**src/rtl/capture_pkg.sv**
```systemverilog
// Shared edge selectors and elaboration-time helpers for the capture bank.
package capture_pkg;

  typedef enum logic [0:0] {
    EDGE_FALL = 1'b0,
    EDGE_RISE = 1'b1
  } edge_e;

  // Bits needed to hold values 0..value-1.
  function automatic int unsigned clog2(input int unsigned value);
    int unsigned v;
    int unsigned r;
    v = value - 1;
    r = 0;
    while (v != 0) begin
      v = v >> 1;
      r = r + 1;
    end
    return r;
  endfunction

  // Largest value representable by an unsigned counter of the given width.
  function automatic int unsigned cnt_max(input int unsigned w);
    if (w >= 32) return 32'hFFFF_FFFF;
    return (32'd1 << w) - 32'd1;
  endfunction

endpackage

```
**src/rtl/dff_bank.sv**
```systemverilog
// WIDTH-bit enabled register with asynchronous active-high reset; the EDGE
// parameter selects whether it captures on the rising or falling clock edge.
module dff_bank
  import capture_pkg::*;
#(
  parameter int unsigned WIDTH = 8,
  parameter edge_e       EDGE  = EDGE_RISE
) (
  input  logic             clk,
  input  logic             rst,
  input  logic             en,
  input  logic [WIDTH-1:0] d,
  output logic [WIDTH-1:0] q
);

  if (EDGE == EDGE_RISE) begin : g_rise
    always_ff @(posedge clk or posedge rst) begin
      if (rst) begin
        q <= '0;
      end else if (en) begin
        q <= d;
      end
    end
  end else begin : g_fall
    always_ff @(negedge clk or posedge rst) begin
      if (rst) begin
        q <= '0;
      end else if (en) begin
        q <= d;
      end
    end
  end

endmodule

```
**src/rtl/capture_bank.sv**
```systemverilog
// Captures a bus by level latch, rising and falling edge, keeps a rising-edge
// history and counts rising edges where the two edge captures disagree.
// CAPTURE_CNT_SAT_EN: when defined the mismatch counter saturates, else it wraps.
module capture_bank
  import capture_pkg::*;
#(
  parameter int unsigned WIDTH = 8,
  parameter int unsigned DEPTH = 4,
  parameter int unsigned CNT_W = 8
) (
  input  logic             clk,
  input  logic             rst,
  input  logic [WIDTH-1:0] d,
  input  logic             en,
  input  logic             clr,
  output logic [WIDTH-1:0] q_lat,
  output logic [WIDTH-1:0] q_pos,
  output logic [WIDTH-1:0] q_neg,
  output logic [WIDTH-1:0] q_hist,
  output logic             hist_valid,
  output logic             mismatch,
  output logic [CNT_W-1:0] mismatch_cnt
);

  localparam int unsigned       FILL_W    = clog2(DEPTH + 1);
  localparam logic [FILL_W-1:0] FILL_FULL = FILL_W'(DEPTH);
`ifdef CAPTURE_CNT_SAT_EN
  localparam logic [CNT_W-1:0]  CNT_MAX   = CNT_W'(cnt_max(CNT_W));
`endif

  logic [WIDTH-1:0]  stage [DEPTH];
  logic [FILL_W-1:0] fill;
  logic [FILL_W-1:0] fill_nxt;
  logic [CNT_W-1:0]  cnt_nxt;
  logic              differ;

  // Level latch: open while clk is high and capture is enabled.
  always_latch begin
    if (rst) begin
      q_lat = '0;
    end else if (clk && en) begin
      q_lat = d;
    end
  end

  dff_bank #(
    .WIDTH (WIDTH),
    .EDGE  (EDGE_RISE)
  ) u_pos (
    .clk (clk),
    .rst (rst),
    .en  (en),
    .d   (d),
    .q   (q_pos)
  );

  dff_bank #(
    .WIDTH (WIDTH),
    .EDGE  (EDGE_FALL)
  ) u_neg (
    .clk (clk),
    .rst (rst),
    .en  (en),
    .d   (d),
    .q   (q_neg)
  );

  // History shift chain; stage 0 takes the live bus.
  for (genvar i = 0; i < DEPTH; i++) begin : g_hist
    logic [WIDTH-1:0] stage_d;
    if (i == 0) begin : g_head
      assign stage_d = d;
    end else begin : g_tail
      assign stage_d = stage[i-1];
    end

    dff_bank #(
      .WIDTH (WIDTH),
      .EDGE  (EDGE_RISE)
    ) u_stage (
      .clk (clk),
      .rst (rst),
      .en  (en),
      .d   (stage_d),
      .q   (stage[i])
    );
  end

  assign q_hist = stage[DEPTH-1];
  assign differ = (q_pos != q_neg);

  // Fill level: clear wins, otherwise count enabled edges up to DEPTH.
  always_comb begin
    fill_nxt = fill;
    if (clr) begin
      fill_nxt = '0;
    end else if (en && (fill != FILL_FULL)) begin
      fill_nxt = fill + FILL_W'(1);
    end
  end

  always_comb begin
    cnt_nxt = mismatch_cnt;
    if (clr) begin
      cnt_nxt = '0;
    end else if (differ) begin
`ifdef CAPTURE_CNT_SAT_EN
      if (mismatch_cnt != CNT_MAX) begin
        cnt_nxt = mismatch_cnt + CNT_W'(1);
      end
`else
      cnt_nxt = mismatch_cnt + CNT_W'(1);
`endif
    end
  end

  // Mismatch evaluation runs every rising edge regardless of enable.
  always_ff @(posedge clk or posedge rst) begin
    if (rst) begin
      fill         <= '0;
      hist_valid   <= 1'b0;
      mismatch     <= 1'b0;
      mismatch_cnt <= '0;
    end else begin
      fill         <= fill_nxt;
      hist_valid   <= (fill_nxt == FILL_FULL);
      mismatch     <= differ;
      mismatch_cnt <= cnt_nxt;
    end
  end

endmodule

```
**config.mk**
```make
export PLATFORM = sky130hd
export DESIGN_NAME = capture_bank
export DESIGN_NICKNAME = d
export VERILOG_FILES = /design/src/rtl/capture_pkg.sv /design/src/rtl/dff_bank.sv /design/src/rtl/capture_bank.sv
export SDC_FILE = /design/constraint.sdc
export NUM_CORES = 1
export LEC_CHECK = 0
export CAP_MARGIN = 5
export CORE_ASPECT_RATIO = 1.75
export CORE_MARGIN = 1
export CORE_UTILIZATION = 50
export CTS_CLUSTER_SIZE = 10
export DETAILED_ROUTE_END_ITERATION = 7
export GPL_TIMING_DRIVEN = 0
export HOLD_SLACK_MARGIN = 0.12
export PLACE_DENSITY = 0.79
export SYNTH_ARGS = -nofsm -noshare
export SYNTH_HDL_FRONTEND = slang
export SYNTH_SLANG_ARGS = --single-unit
```
**constraint.sdc**
```tcl
create_clock -name clk -period 1.9 [get_ports clk]
set_clock_uncertainty 0.05 [all_clocks]
set_input_delay 0.38 -clock clk [delete_from_list [all_inputs] [get_ports clk]]
set_output_delay 0.38 -clock clk [all_outputs]
set_load 0.02 [all_outputs]
```
# After elaboration in Yosys (flattened, before gate mapping)
# Cells that the tools add are included.
dict set report word_totals {
  ff_bits 53
  latchBits 8
  in_bits 12
  out_inout_bits 42
  elab_cells 33
}
dict set report classes {
  add_sub_neg 2
  eq_ne 3
  muxes 8
  reduce_logical 3
}
# operator count
set ops {}
lappend ops {{8-bit 2-to-1 mux} 6}
lappend ops {{8-bit by 1-bit adder with 8-bit output, second input constant} 1}
lappend ops {{8-bit != test} 1}
lappend ops {{3-bit 2-to-1 mux} 2}
lappend ops {{3-bit by 1-bit adder with 3-bit output, second input constant} 1}
lappend ops {{3-bit equality test, second input constant} 1}
lappend ops {{3-bit != test, second input constant} 1}
lappend ops {{1-bit logical AND} 2}
lappend ops {{2-bit nonzero test} 1}

# Longest topological paths before layout
dict set report logic_depth {
  ltp_word 5
  depth_mapped 6
  ltp_nobuf 6
}

# Modules after synthesis
# A second synthesis with hierarchy kept.
dict set report unflattened {
  cells_unflattened 208
  hier_area_um2 2986.6
}
# module instances cells_per_inst area_per_inst_um2 seq_area_each_um2
set by_module_without_submodules {}
lappend by_module_without_submodules {dff_bank 6 18 335.3 200.2}
lappend by_module_without_submodules {capture_bank 1 100 974.7 325.3}

==> results.cfg <==
[drt]
drt_drc_violations_left = 0
postRouteAntennaNets = 0
totalWireLength_um = 5483
routedWlPerCell_um = 16.13
drt-pass1-iter-count = 4
first_iter_violations = 28
vias_per_cell = 5.385
dr_total_vias = 1831

[worst_setup_path]
start_kind = flop
critical_path_required_ns = 2.27
cpMaxStageDelayCell = dfrtn_1
worst_r2r_startpoint = u_neg.q[0]$_DFFE_NP0P_
worst_setup_path_end_kind = flop
max_stage_delay_ns = 0.49
worst_ep_arrival_time_ns = 2.94
crit_start = u_neg.q[0]$_DFFE_NP0P_
path_delay_family = flip-flops
timing.setup.critical_path_class = reg2reg
cp.buffers_inverters = 0
path_cells = xnor2_2 > nand4_1 > o21ai_2 > mux2_4
critical_path_peak_fanout = 3

[floorplan]
chipWidth_um = 55.14
core_area_um2 = 4707
floorplan.initialDensity = 0.5250
rows = 33
die_area_um2 = 5238
boundaryPins = 54
vertical_die_dimension_um = 95

[synthesis]
multiplexer_fraction_of_the_synthesized_cell_area = 0.1468
synth_top_area_share = 0.4557
synth_edf_count = 0
area_share_of_fa_ha_maj_cells_after_synthesis = 0.01519
yosys-top-cells-area = dfrtp_1 (46%), mux2_2 (11%), dfrtn_1 (8.1%), dlxtp_1 (4.9%), o21ai_0 (3.8%)
synth-compound-area-share = 0.06228
netlist_top_cells_count = dfrtp_1 (45), mux2_2 (25), inv_1 (19), o21ai_0 (19), nor2b_1 (14)
simple_gate_portion_of_the_synthesized_area = 0.1048
ys_seq_elements = 61
synthFlopType = dfrtp_1
postSynth.asyncResetShare = 0.8689
synth_top_family_by_area = multiplexers
netlist_instances = 209
cell_with_the_most_instances_after_synthesis = dfrtp_1
synth.distinct_cells = 29
mappedNetlistArea_um2 = 2471
synth_top_area_cell = dfrtp_1
postSynthNetCount = 224
yosys_warnings = 0
synth_xor_xnor_area_share = 0.03544
post_synth.cell_area_avg_um2 = 11.82

[run_status]
violations = negative setup slack
run_status = finished, violations left

[global_route]
grt_start_max_net_pins = 28
first_global_vias = 1853
grt_use_total = 0.2450
wire_length_of_the_first_global_routing_pass_um = 8556
gr-total-overflow = 0
antenna_found_initial = 0

[sta]
postLayoutSetupSlackWorst_ns = -0.6707
grt_setup_unrepaired = true
final-hold-violation-count = 0
number_of_endpoints_failing_setup_at_the_final_stage = 17
worst_pin_slew_ns = 0.6848
timing.slew.headroom = 0.5409
report.final.slew_viol_count = 0

[cells_and_area]
layout-drive-gt1-share = 0.3507
final.fill_count = 343
layout.cell_area.non_filler_um2 = 3452
area_delta_synth_final_pct = 39.70
insertedDiodeCount = 0
layout.nets = 302

[pwr]
power_leakage_nw = 1.686
power_density_nw_per_um2 = 858.6
post-layout-total-power_mw = 2.964
power.ir.vdd_worst_v = 0.0006400

[place]
gp_congestion = 0.7250
pre_cts_ws_ns = -1.286
dpl.hpwl_um = 3502
portBuffers = 52
placed_area_um2 = 3118

[clock_tree]
clock_slew_at_the_register_clock_pins_of_the_worst_setup_and_hold_paths_ns = 0.09
tritoncts = built
clock_insertion_delay_worst_skew_ns = 0.55

[job]
maxCapViolations = 0

[hold_path]
hp-class = in2async
## power by group
part	total, mW	switching, mW	internal, mW
logic	0.615	0.317	0.298
clock network	0.934	0.449	0.486
registers	1.41	0.107	1.31
total	2.96	0.873	2.09
## cells in the final DEF, fill, tap and decap left out, types with 4 or more instances in the layout
cell type	netlist	layout
dlygate4sd2_1	0	32
o21ai_0	19	8
xnor2_1	9	5
inv_1	19	18
dlxtp_1	8	8
clkbuf_8	0	12
mux2_4	4	5
nor2_1	9	9
dfrtn_1	8	8
nand2_2	0	8
nand2_1	13	5
o21ai_1	0	8
xnor2_2	0	4
mux2_2	25	25
buf_4	0	10
nor2b_1	14	14
dfrtp_1	45	45
buf_6	2	14
## path summary, 6_finish.rpt
path                                                      endpoint  slack, ns  cells past startpoint
worst max-delay path                   mismatch_cnt[7]$_DFFE_PP0P_      -0.67                      4
max in group asynchronous                   u_neg.q[6]$_DFFE_NP0P_       0.09                      4
worst min register to register  g_hist[3].u_stage.q[2]$_DFFE_PP0P_       0.46                      1
min in group gated                                      clock gate       0.38                      4
max in group gated                                      clock gate       0.22                      2
worst min-delay path            g_hist[1].u_stage.q[1]$_DFFE_PP0P_       0.14                      2
min in group clk                            u_pos.q[5]$_DFFE_PP0P_       0.17                      3
worst max register to register         mismatch_cnt[7]$_DFFE_PP0P_      -0.67                      4
## per-layer routing
metal	GRT usage	vias up	share of wire
li1	-	846	-
met1	0.2600	915	0.37
met2	0.3966	54	0.55
met3	0.06441	16	0.040
met4	0.1771	0	0.036
met5	0	-	0
## what timing repair did
item / in CTS / in global routing
gates cloned: 2 / 0
resized for setup: 129 / 15
hold buffers: 2 / 1
hold endpoints to repair: 3 / 1
pin swaps: 4 / 5
endpoints found under the setup margin: 66 / 20
setup buffers: 4 / 2
## through the flow
step,hold WS (ns),util,setup TNS [ns],std cells
final,0.1413,0.7334,-10.33,340
after global placement,0.2687,0.6624,-33.69,313
after CTS,0.1587,0.7087,-10.39,336
after detailed placement,0.2656,0.6624,-34.51,313
after global routing,0.1775,0.7334,-11.24,340
after floorplan,-0.3744,-,-5.004,209
## sequential cells by signal, indices dropped and copies added (netlist names)
name	flops
g_hist.u_stage.q	24
mismatch_cnt	8
q_lat	8
u_neg.q	8
u_pos.q	8
fill	3
hist_valid	1
mismatch	1
## cell families after synthesis
| group | after synthesis |
|---|---|
| compound gates | 26 |
| xor+xnor | 10 |
| fa+ha+maj | 3 |
| buf+inv | 28 |
| flops | 53 |
| latches | 8 |
| mux | 31 |
| simple gates | 50 |
## area by class of cell
type	instances	area, um^2	share of cell area
flip-flops and latches	61	1446	0.4190
multi-input cells	120	993.5	0.2878
repair buffers	62	584.3	0.1693
clock buffers	12	165.2	0.04784
plain buffers	9	91.34	0.02646
inverters	19	75.07	0.02175
well taps	52	65.06	0.01885
clock inverters	3	21.27	0.006162
repair inverters	2	10.01	0.002900
(Power assumes the default switching activity.)
